===== config.mk =====
export PLATFORM = sky130hd
export DESIGN_NAME = pc_frame_sequencer
export DESIGN_NICKNAME = d
export VERILOG_FILES = /design/src/rtl/pc_ctrl_pkg.sv /design/src/rtl/valid_delay_line.sv /design/src/rtl/pc_frame_sequencer.sv
export SDC_FILE = /design/constraint.sdc
export NUM_CORES = 1
export LEC_CHECK = 0
export CORE_ASPECT_RATIO = 1.25
export CORE_MARGIN = 2
export CORE_UTILIZATION = 54
export CTS_CLUSTER_DIAMETER = 100
export DETAILED_ROUTE_END_ITERATION = 10
export GPL_TIMING_DRIVEN = 0
export PLACE_DENSITY = 0.78
export SYNTH_ARGS = -nofsm -noshare
export SYNTH_HDL_FRONTEND = slang
export SYNTH_SLANG_ARGS = --single-unit

===== constraint.sdc =====
create_clock -name clock -period 3.44 [get_ports clock]
set_input_delay 0.516 -clock clock [delete_from_list [all_inputs] [get_ports clock]]
set_output_delay 0.516 -clock clock [all_outputs]
set_load 0.01 [all_outputs]

===== src/rtl/pc_ctrl_pkg.sv =====
// Shared control types and default dimensions for the pulse-compression datapath.
package pc_ctrl_pkg;

  typedef enum logic [2:0] {
    IDLE,
    LOAD_COEFF,
    ARMED,
    STREAM,
    FLUSH,
    DRAIN
  } state_t;

  localparam int unsigned DEF_DATA_WIDTH   = 12;
  localparam int unsigned DEF_FRAME_LENGTH = 5000;
  localparam int unsigned DEF_COEFF_LENGTH = 800;
  localparam int unsigned DEF_PIPE_LATENCY = 40;
  localparam int unsigned DEF_CNT_WIDTH    = 16;

endpackage


===== src/rtl/valid_delay_line.sv =====
// Fixed-depth delay of the FIR input valid, aligning it with the magnitude output.
module valid_delay_line
  import pc_ctrl_pkg::*;
#(
  parameter int unsigned DEPTH = DEF_PIPE_LATENCY
) (
  input  logic clock,
  input  logic reset,
  input  logic clear,
  input  logic d,
  output logic q
);

  logic [DEPTH-1:0] taps;

  always_ff @(posedge clock or posedge reset) begin
    if (reset) begin
      taps <= '0;
    end else if (clear) begin
      taps <= '0;
    end else begin
      taps[0] <= d;
      for (int unsigned i = 1; i < DEPTH; i++) begin
        taps[i] <= taps[i-1];
      end
    end
  end

  assign q = taps[DEPTH-1];

endmodule


===== src/rtl/pc_frame_sequencer.sv =====
// Sequences coefficient load, per-trigger frame gating, tap flush and output
// framing for the pulse-compression filter.
module pc_frame_sequencer
  import pc_ctrl_pkg::*;
#(
  parameter int unsigned DATA_WIDTH   = DEF_DATA_WIDTH,
  parameter int unsigned FRAME_LENGTH = DEF_FRAME_LENGTH,
  parameter int unsigned COEFF_LENGTH = DEF_COEFF_LENGTH,
  parameter int unsigned PIPE_LATENCY = DEF_PIPE_LATENCY,
  parameter int unsigned CNT_WIDTH    = DEF_CNT_WIDTH
) (
  input  logic                  clock,
  input  logic                  reset,
  input  logic                  start,
  input  logic                  abort,
  input  logic                  coeff_done,
  input  logic                  trigger,
  input  logic                  adc_valid,
  input  logic [DATA_WIDTH-1:0] adc_data,
  output logic                  coeff_load_en,
  output logic                  data_load_en,
  output logic                  stop_data_load,
  output logic [DATA_WIDTH-1:0] fir_data,
  output logic                  fir_data_valid,
  output logic                  out_valid,
  output logic                  frame_done,
  output logic                  armed,
  output logic                  underrun,
  output logic                  trig_miss,
  output logic [CNT_WIDTH-1:0]  sample_count
);

  localparam logic [CNT_WIDTH-1:0] LAST_SLOT  = CNT_WIDTH'(FRAME_LENGTH - 1);
  localparam logic [CNT_WIDTH-1:0] LAST_FLUSH = CNT_WIDTH'((COEFF_LENGTH > 1) ? COEFF_LENGTH - 2 : 0);
  localparam logic [CNT_WIDTH-1:0] LAST_DRAIN = CNT_WIDTH'(PIPE_LATENCY - 1);

  state_t                 state, state_next;
  logic [CNT_WIDTH-1:0]   cnt, cnt_next;

  logic                   coeff_load_en_d, data_load_en_d, stop_data_load_d;
  logic [DATA_WIDTH-1:0]  fir_data_d;
  logic                   fir_data_valid_d, frame_done_d, armed_d;
  logic                   underrun_d, trig_miss_d;
  logic [CNT_WIDTH-1:0]   sample_count_d;

  always_ff @(posedge clock or posedge reset) begin
    if (reset) begin
      state <= IDLE;
      cnt   <= '0;
    end else begin
      state <= state_next;
      cnt   <= cnt_next;
    end
  end

  always_comb begin
    state_next = state;
    cnt_next   = cnt;
    if (abort) begin
      state_next = IDLE;
      cnt_next   = '0;
    end else begin
      case (state)
        IDLE:       if (start) state_next = LOAD_COEFF;
        LOAD_COEFF: if (coeff_done) state_next = ARMED;
        ARMED: begin
          if (trigger) begin
            state_next = STREAM;
            cnt_next   = '0;
          end
        end
        STREAM: begin
          if (cnt == LAST_SLOT) begin
            state_next = (COEFF_LENGTH > 1) ? FLUSH : DRAIN;
            cnt_next   = '0;
          end else begin
            cnt_next = cnt + 1'b1;
          end
        end
        FLUSH: begin
          if (cnt == LAST_FLUSH) begin
            state_next = DRAIN;
            cnt_next   = '0;
          end else begin
            cnt_next = cnt + 1'b1;
          end
        end
        DRAIN: begin
          if (cnt == LAST_DRAIN) begin
            state_next = ARMED;
            cnt_next   = '0;
          end else begin
            cnt_next = cnt + 1'b1;
          end
        end
        default: state_next = IDLE;
      endcase
    end
  end

  // Outputs are decoded from the current state and registered, so each one
  // lags the state it describes by a clock: trigger at T gives the first slot at T+1.
  always_comb begin
    coeff_load_en_d  = 1'b0;
    data_load_en_d   = 1'b0;
    stop_data_load_d = 1'b0;
    fir_data_d       = '0;
    fir_data_valid_d = 1'b0;
    frame_done_d     = 1'b0;
    armed_d          = 1'b0;
    underrun_d       = underrun;
    trig_miss_d      = trig_miss;
    sample_count_d   = sample_count;

    if (state == IDLE && start && !abort) begin
      underrun_d  = 1'b0;
      trig_miss_d = 1'b0;
    end
    if (trigger && state != ARMED) trig_miss_d = 1'b1;

    if (abort) begin
      sample_count_d = '0;
    end else begin
      case (state)
        LOAD_COEFF: begin
          coeff_load_en_d = 1'b1;
          data_load_en_d  = 1'b1;
        end
        ARMED: begin
          data_load_en_d = 1'b1;
          armed_d        = 1'b1;
          if (trigger) sample_count_d = '0;
        end
        STREAM: begin
          data_load_en_d   = 1'b1;
          fir_data_valid_d = 1'b1;
          sample_count_d   = sample_count + 1'b1;
          if (adc_valid) fir_data_d = adc_data;
          else           underrun_d = 1'b1;
        end
        FLUSH: begin
          data_load_en_d   = 1'b1;
          fir_data_valid_d = 1'b1;
          stop_data_load_d = (cnt == LAST_FLUSH);
        end
        DRAIN: begin
          data_load_en_d = 1'b1;
          frame_done_d   = (cnt == LAST_DRAIN);
        end
        default: ;
      endcase
    end
  end

  always_ff @(posedge clock or posedge reset) begin
    if (reset) begin
      coeff_load_en  <= 1'b0;
      data_load_en   <= 1'b0;
      stop_data_load <= 1'b0;
      fir_data       <= '0;
      fir_data_valid <= 1'b0;
      frame_done     <= 1'b0;
      armed          <= 1'b0;
      underrun       <= 1'b0;
      trig_miss      <= 1'b0;
      sample_count   <= '0;
    end else begin
      coeff_load_en  <= coeff_load_en_d;
      data_load_en   <= data_load_en_d;
      stop_data_load <= stop_data_load_d;
      fir_data       <= fir_data_d;
      fir_data_valid <= fir_data_valid_d;
      frame_done     <= frame_done_d;
      armed          <= armed_d;
      underrun       <= underrun_d;
      trig_miss      <= trig_miss_d;
      sample_count   <= sample_count_d;
    end
  end

  valid_delay_line #(
    .DEPTH(PIPE_LATENCY)
  ) u_valid_delay (
    .clock(clock),
    .reset(reset),
    .clear(abort),
    .d    (fir_data_valid),
    .q    (out_valid)
  );

endmodule


== After elaboration in Yosys (flattened, before gate mapping) ==
Cells that the tools add are included.

* Register bits after elaboration: 95
* Input port bits: 19
* Output and inout port bits: 37
* Word-level logic and storage cells: 81

* Add/subtract/negate cells: 2
* Equality and inequality tests: 15
* Mux-type cells: 38
* Reductions and logical operators: 13

{| class="wikitable"
|+ Operator list
! kind !! number
|-
| $mux W16 || 6
|-
| $pmux W16 S4 || 1
|-
| $mux W40 || 1
|-
| $mux W12 || 3
|-
| $add A16 B1 Y16 const B || 2
|-
| $pmux W16 S2 || 1
|-
| $mux W3 || 7
|-
| $mux W1 || 18
|-
| $ne A3 B3 Y1 const B || 6
|-
| $pmux W3 S6 || 1
|-
| $eq A16 B10 Y1 const B || 1
|-
| $eq A16 B13 Y1 const B || 1
|-
| $eq A16 B6 Y1 const B || 1
|-
| $eq A3 B2 Y1 const B || 2
|-
| $eq A3 B3 Y1 const B || 2
|-
| $reduce_and A6 Y1 || 1
|-
| $reduce_bool A5 Y1 || 1
|-
| $reduce_or A5 Y1 || 1
|-
| $reduce_and A2 Y1 || 2
|-
| $eq A3 B1 Y1 const B || 1
|-
| $logic_and A1 B1 Y1 || 3
|-
| $logic_not A3 Y1 || 1
|-
| $ne A3 B2 Y1 const B || 1
|-
| $reduce_bool A3 Y1 || 1
|-
| other kinds (3) || 3
|}

== Depth between registers and ports, before layout ==
Gate-level depths: netlist of run 1.

* Depth after elaboration: 7
* Mapped depth: 7
* Gate-level depth less buffers: 7

== Modules after synthesis ==
Synthesis of run 1 repeated with hierarchy kept, for this count alone.

* Cell total of the unflattened synthesis: 350
* Area total of the unflattened synthesis: 4095.2 um^2

{| class="wikitable"
|+ Modules (own cells, without submodules)
! module !! times used !! cells an instance !! area each (um^2) !! seq. area each (um^2)
|-
| pc_frame_sequencer || 1 || 265 || 2735.1 || 1376.3
|-
| valid_delay_line || 1 || 85 || 1360.1 || 1001.0
|}

== Worst setup path before layout of run 1 ==
Ideal clock, no wire load.

* Path kind: in2reg
* Start: input port abort
* End: register cnt[10]
* Setup time: 0.132 ns
* Arrival: 1.623 ns
* Slack: 1.685 ns
* Stages on the path: 6
* Buffers on the path: 1
* Path through: clkbuf_1 -> nand2b_1 -> nor2_1 -> a32o_2 -> nor3b_4 -> nor2_1

* Cells in the longest elaborated chain, start to end: 2
* Elaborated cells on any way between the ends: 4
* Those cells by class: eq/ne (1); mux (1); reduce/logical (2)

{| class="wikitable"
|+ RTL lines
! element !! RTL line !! RTL
|-
| start, declared || pc_frame_sequencer.sv:15 || <nowiki>input logic abort,</nowiki>
|-
| $ne A3 B3 Y1 (no line) / $reduce_bool A5 Y1 (equally long branches) || -- ||
|-
| $reduce_and A2 Y1 (no line) || -- ||
|-
| end signal, assigned || pc_frame_sequencer.sv:52 || <nowiki>cnt <= cnt_next;</nowiki>
|-
| end, declared || pc_frame_sequencer.sv:38 || <nowiki>logic [CNT_WIDTH-1:0] cnt, cnt_next;</nowiki>
|}

Several ways; a longest one is shown, not always the timed one.
A chain may end at the register's enable or synchronous reset.

== Worst setup path after layout of run 1 ==
* Start: input port trigger
* End: register cnt[12]

* Cells in the longest elaborated chain, start to end: 2

{| class="wikitable"
|+ RTL lines
! element !! RTL line !! RTL
|-
| start, declared || pc_frame_sequencer.sv:17 || <nowiki>input logic trigger,</nowiki>
|-
| $ne A3 B3 Y1 (no line) || -- ||
|-
| $reduce_and A2 Y1 (no line) || -- ||
|}

Every way passes these cells.

==> results.sh, run 1 <==
export IMPL_status="complete, no violations"
export IMPL_layout_worst_path_cycle_share=0.6344
export IMPL_vias_per_cell=5.371
export IMPL_dp_hpwl_um=5483
export IMPL_start_util=0.5473
export IMPL_fmax_ghz=0.4582
export IMPL_cts_tree="done"
export IMPL_place_congestion=0.8158
export IMPL_syn_avg_cell_area_um2=10.99
export IMPL_power_w=0.002423
export IMPL_reg2reg_depth=6
export IMPL_cts_sinks=95
export IMPL_cp_max_fo=10
export IMPL_vdd_drop_max_mv=0.4064
export IMPL_die_area_um2=8075
export IMPL_ys_warn_count=0
export IMPL_cts_inserted_buffers=9
export IMPL_n_antenna_cell=0
export IMPL_dieHeight_um=99.97
export IMPL_synth_edf_count=0
export IMPL_worstSkewPairLatency_ns=0.35
export IMPL_hold_viol=0
export IMPL_pin_count=56
export IMPL_drtIter0Drc=192
export IMPL_yosysTopAreaCell="dfrtp_1"
export IMPL_grt_max_degree=59
export IMPL_yosysSeqAreaShare=0.5975
export IMPL_syn_nets=384
export IMPL_syn_inst=362
export IMPL_route_detailed_drc=0
export IMPL_ys_seq_elements=95
export IMPL_slew_headroom=0.6371
export IMPL_hp_class="reg2reg"
export IMPL_postCtsHoldBufs=0
export IMPL_cts_resized=0
export IMPL_finClkSkew_ns=0.006478
export IMPL_synth_ff_type="dfrtp_1"
export IMPL_rows=35
export IMPL_async_flop_share=1.000
export IMPL_crit_path_end_kind="flop"
export IMPL_via_count=2820
export IMPL_final_util=0.6687
export IMPL_slew_violations=0
export IMPL_ys_types=51
export IMPL_drtPass1Iterations=4
export IMPL_drt_wl_total_um=7991
export IMPL_final_cells=525
export IMPL_rsz0062_at_grt="no"
export IMPL_setup_viol=0
export IMPL_io_buffers=54
export IMPL_synth_top_area_frac=0.5975
export IMPL_fin_crit_ns=2.183
export IMPL_overflow=0
export IMPL_die_w_um=80.78
export IMPL_dp_worst_setup_slack_ns=0.9033
export IMPL_htree_num_levels=3
export IMPL_core_um2=7269
export IMPL_cap_viol_max_count=0
export IMPL_syn_area_um2=3979
export IMPL_cts_buffer_depth=2
export IMPL_grt_pass1_wl_um=13170
export IMPL_nets=450
export IMPL_antenna_left=0
export IMPL_yosys_top_cells_area="dfrtp_1, nor2b_1, nand2_1"
export IMPL_power_leakage_nw=2.218
export IMPL_arrival_ns=2.41
export IMPL_clk_pin_slew_ns=0.09
export IMPL_hold_depth=1
export IMPL_grt_usage=0.2113
export IMPL_grt_pass1_vias=2699
export IMPL_cp_data_required_time_ns=3.66
export IMPL_layout_drive_gt1_share=0.07159
export IMPL_area_delta_synth_final_pct=22.17
export IMPL_whs_ns=0.4660
export IMPL_startpoint_type="input port"
export IMPL_timing_final_ws_setup_ns=1.258
export IMPL_worst_slew_pin_slew_ns=0.5402
export IMPL_postCtsSetupRepairBufs=0
export IMPL_power_density_nw_per_um2=498.5
export IMPL_cts_root_buf="clkbuf_8"
export IMPL_antenna_found_initial=0
export IMPL_placedCellCount=509
export IMPL_wl_per_cell_um=15.22
export IMPL_worst_setup_path_type="in2reg"
==> through the flow <==
step / cell area, µm² / TNS [ns]
finish: 4861 / 0
floorplan: 3979 / 0
global placement: 4634 / -76.91
detailed placement: 4664 / 0
global route: 4861 / 0
CTS: 4861 / 0
==> synth_stat cells (all sizes together) (4+ instances only) <==
cell	n
dfrtp	95
nor2b	41
nor2	28
nand4	10
and4bb	4
xnor2	7
clkbuf	9
and3	15
nand3	8
a21oi	5
buf	7
nand2	34
nor3	12
xor2	11
nand2b	6
inv	5
o21ai	22
==> final cells by class <==
class | instances | area (µm²)
Clock buffer | 10 | 127.6
Inverter | 5 | 21.27
Timing Repair Buffer | 55 | 568.0
Tap cell | 92 | 115.1
Fill cell | 589 | 2409
Buffer | 16 | 68.82
Sequential cell | 95 | 2377
Multi-Input combinational cell | 246 | 1514
Clock inverter | 6 | 68.82
==> report_power, final <==
group	switching, W	internal (W)	total [W]
combinational	0.000297	0.000200	0.000498
sequential	0.0000353	0.00117	0.00120
clock	0.000382	0.000340	0.000722
==> registers in the layout, summed over array words and instances, names as in the netlist <==
name and count:
sample_count 16, coeff_load_en 1, underrun 1, cnt 16, fir_data 12, trig_miss 1
data_load_en 1, frame_done 1, u_valid_delay.taps 40, stop_data_load 1, armed 1, state 3
fir_data_valid 1
==> path summary, 6_finish.rpt <==
path                                        start                endpoint  slack [ns]
setup / recovery                          trigger                 cnt[12]        1.26
hold / removal             u_valid_delay.taps[36]  u_valid_delay.taps[37]        0.47
setup reg to reg                           cnt[0]                 cnt[10]        1.39
hold reg to reg            u_valid_delay.taps[36]  u_valid_delay.taps[37]        0.47
max in group asynchronous                   reset        sample_count[13]        2.24
min in group asynchronous                   reset  u_valid_delay.taps[15]        0.55
==> per-layer routing <==
| metal | track usage | vias to the layer above | wire, µm |
|---|---|---|---|
| met4 | 0.07692 | 0 | 95 |
| met3 | 0.03867 | 9 | 295 |
| met1 | 0.3024 | 1378 | 3605 |
| li1 | - | 1365 | - |
| met5 | 0 | - | 0 |
| met2 | 0.3256 | 68 | 3995 |
==> critical path: stages <==
cell and delay (ns):
clkdlybuf4s50_1 0.48, or2_1 0.29, a211oi_2 0.47, buf_2 0.34
nor3_1 0.11, xnor2_1 0.15, nor2_1 0.05
==> cell families after synthesis <==
family | after synthesis | share of synthesized area
AND/OR/NAND/NOR | 176 | 0.2494
AO/OA/AOI/OAI | 48 | 0.07925
flip-flops | 95 | 0.5975
adder cells (fa/ha/maj) | 3 | 0.009435
multiplexers | 1 | 0.002830
buffers and inverters | 21 | 0.02201
XOR/XNOR | 18 | 0.03962
==> layout by cell type (no fill, tap or decap), types with 4 or more instances in the layout <==
master / n
nor3_1: 11
nor2b_1: 41
and3_1: 15
nand3_1: 8
a21oi_1: 4
nand2_1: 34
clkbuf_1: 9
xnor2_1: 7
nand2b_1: 6
o21ai_0: 12
nand4_1: 10
clkdlybuf4s50_1: 54
inv_1: 4
and4bb_1: 4
xor2_1: 11
clkbuf_8: 9
buf_2: 6
nor2_1: 28
o21ai_1: 10
dfrtp_1: 95
(Power assumes the default switching activity.)
==> inputs of run 2 (changes only) <==
--- a/config.mk
+++ b/config.mk
@@ -7,11 +7,11 @@
 export LEC_CHECK = 0
 export CORE_ASPECT_RATIO = 1.25
 export CORE_MARGIN = 2
-export CORE_UTILIZATION = 54
+export CORE_UTILIZATION = 49
 export CTS_CLUSTER_DIAMETER = 100
 export DETAILED_ROUTE_END_ITERATION = 10
 export GPL_TIMING_DRIVEN = 0
-export PLACE_DENSITY = 0.78
+export PLACE_DENSITY = 0.75
 export SYNTH_ARGS = -nofsm -noshare
 export SYNTH_HDL_FRONTEND = slang
 export SYNTH_SLANG_ARGS = --single-unit
==> constraint.sdc (replaced) <==
create_clock -name clock -period 2 [get_ports clock]
set_input_delay 0.3 -clock clock [delete_from_list [all_inputs] [get_ports clock]]
set_output_delay 0.3 -clock clock [all_outputs]
set_load 0.01 [all_outputs]
==> results.sh, run 2 (synthesis gave the netlist of run 1 again) <==
export IMPL_netSwitchingFraction=0.2761
export IMPL_setup_viol=0
export IMPL_internal_power_w=0.003373
export IMPL_largest_reg_flops=40
export IMPL_slew_violations=0
export IMPL_cts_inserted_buffers=9
export IMPL_power_density_nw_per_um2=928.0
export IMPL_postCtsHoldBufs=0
export IMPL_crit_chain="ha_2 > and4bb_1 > nand4_1 > a32o_2 > nor3b_4 > buf_4 > nor2_1"
export IMPL_power_switching_w=0.001286
export IMPL_area_delta_synth_final_pct=26.20
export IMPL_slew_headroom=0.6368
export IMPL_finClkSkew_ns=0.009217
export IMPL_layout_worst_path_cycle_share=0.9454
export IMPL_p_clk_frac=0.354
export IMPL_cts_root_buf="clkbuf_8"
export IMPL_start_util=0.5077
export IMPL_hold_viol=0
export IMPL_core_um2=7838
export IMPL_layout_common_cells="dfrtp_1, clkdlybuf4s50_1, nor2b_1, nand2_1, nor2_1"
export IMPL_die_w_um=84.60
export IMPL_drtIter0Drc=137
export IMPL_fmax_ghz=0.5289
export IMPL_antenna_found_initial=0
export IMPL_critPathLaunch="cnt[0]"
export IMPL_cts_sinks=95
export IMPL_seq_power_share=0.444
export IMPL_r2r_slack_ns=0.11
export IMPL_io_buffers=54
export IMPL_worstSkewPairLatency_ns=0.36
export IMPL_arrival_ns=2.15
export IMPL_crit_end="cnt[12]"
export IMPL_status="complete, no violations"
export IMPL_antenna_left=0
export IMPL_vias_per_cell=5.467
export IMPL_place_congestion=0.8832
export IMPL_pwr_share_comb=0.202
export IMPL_vdd_drop_max_mv=0.5959
export IMPL_worst_setup_path_type="reg2reg"
export IMPL_cts_tree="done"
export IMPL_layout_drive_gt1_share=0.08676
export IMPL_power_w=0.004660
export IMPL_clk_pin_slew_ns=0.09
export IMPL_grt_usage=0.1981
export IMPL_rows=36
export IMPL_hp_class="in2async"
export IMPL_grt_max_degree=42
export IMPL_overflow=0
export IMPL_largest_registers="u_valid_delay.taps x40, cnt x16, sample_count x16"
export IMPL_fin_crit_ns=1.891
export IMPL_grt_pass1_vias=2952
export IMPL_power_leakage_nw=2.299
export IMPL_nets=455
export IMPL_drt_wl_total_um=8438
export IMPL_drtPass1Iterations=4
export IMPL_worst_slew_pin_slew_ns=0.5448
export IMPL_r2r_start="cnt[0]"
export IMPL_pin_count=56
export IMPL_cp_max_fo=6
export IMPL_via_count=2914
export IMPL_max_stage_delay_ns=0.40
export IMPL_dp_hpwl_um=5767
export IMPL_htree_num_levels=3
export IMPL_r2r_end="cnt[12]"
export IMPL_largest_register="u_valid_delay.taps"
export IMPL_dieHeight_um=104.7
export IMPL_reg2reg_depth=7
export IMPL_final_common_cell="dfrtp_1"
export IMPL_crit_path_end_kind="flop"
export IMPL_cp_slowest_cell="dfrtp_1"
export IMPL_finalSetupTns_ns=0
export IMPL_wl_per_cell_um=15.83
export IMPL_cap_viol_max_count=0
export IMPL_grt_pass1_wl_um=14120
export IMPL_n_antenna_cell=0
export IMPL_cts_buffer_depth=2
export IMPL_route_detailed_drc=0
export IMPL_die_area_um2=8861
export IMPL_startpoint_type="flop"
export IMPL_cp_data_required_time_ns=2.26
[run 2: cell count changes in the layout (fill, tap and decap cells not counted), sizes merged]
cell    previous run  this run
buf                8        12
bufinv             1         4
clkbuf            19        20
clkinv             3         0
[run 2: how the worst min path moves through the flow]
stage / start / end / slack (ns) / depth (start not counted)
2_1_floorplan: trigger / trig_miss / 0.44 / 2
3_3_place_gp: u_valid_delay.taps[13] / u_valid_delay.taps[14] / 0.45 / 1
3_5_place_dp: u_valid_delay.taps[31] / u_valid_delay.taps[32] / 0.45 / 1
4_1_cts: reset / u_valid_delay.taps[18] / 0.32 / 2
5_1_grt: reset / u_valid_delay.taps[18] / 0.34 / 2
6_report: reset / u_valid_delay.taps[18] / 0.31 / 2
[run 2: area by class of cell]
| cell class | count | area, µm² |
|---|---|---|
| plain buffers | 16 | 71.32 |
| clock buffers | 10 | 127.6 |
| clock inverters | 6 | 140.1 |
| fillers | 620 | 2816 |
| inverters | 5 | 22.52 |
| multi-input cells | 246 | 1553 |
| flip-flops and latches | 95 | 2377 |
| well taps | 95 | 118.9 |
| repair buffers | 60 | 610.6 |
[run 2: timing repair]
action | CTS | global route
resized for setup | 2 | 5
setup buffers | 2 | 2
cloned | 0 | 0
pin swaps | 1 | 2
setup endpoints to repair | 10 | 19
[run 2: metrics by stage]
stage / hold WS [ns] / instance area (µm²) / setup WS, ns / instances / utilization
floorplan: 0.4368 / 3983 / 0.2531 / 362 / -
global placement: 0.4469 / 4642 / -0.3619 / 511 / 0.5923
finish: 0.3084 / 5021 / 0.1091 / 533 / 0.6406
detailed placement: 0.4505 / 4682 / -0.3049 / 513 / 0.5974
global route: 0.3397 / 5021 / -0.01886 / 533 / 0.6406
CTS: 0.3216 / 4980 / 0.05680 / 531 / 0.6354
[run 2: power groups by stage]
stage | Combinational (W) | Clock, W | Sequential [W]
6_report | 0.000943 | 0.00165 | 0.00207
5_1_grt | 0.00103 | 0.00176 | 0.00208
4_1_cts | 0.000920 | 0.00168 | 0.00207
3_5_place_dp | 0.000865 | 0 | 0.00211
3_3_place_gp | 0.000832 | 0 | 0.00210
2_1_floorplan | 0.000541 | 0 | 0.00212
[run 2: metal layers]
| metal | track usage | vias to the layer above | part of all wire |
|---|---|---|---|
| li1 | - | 1385 | - |
| met1 | 0.2611 | 1432 | 0.42 |
| met2 | 0.3234 | 81 | 0.51 |
| met3 | 0.03949 | 16 | 0.049 |
| met4 | 0.07483 | 0 | 0.021 |
| met5 | 0 | - | 0 |
[run 2: worst max-delay path: cells and delay by family, from the launching register on]
family | cells | cell delay (ns)
fa+ha+maj | 1 | 0.24
flops | 1 | 0.40
compound gates | 1 | 0.32
buf+inv | 1 | 0.16
simple gates | 4 | 0.66
==> inputs of run 3 (changes only) <==
--- a/config.mk
+++ b/config.mk
@@ -15,3 +15,4 @@
 export SYNTH_ARGS = -nofsm -noshare
 export SYNTH_HDL_FRONTEND = slang
 export SYNTH_SLANG_ARGS = --single-unit
+export TNS_END_PERCENT = 100
==> results of run 3 <==
No change in the layout: final DEF, timing and power equal those of run 2.
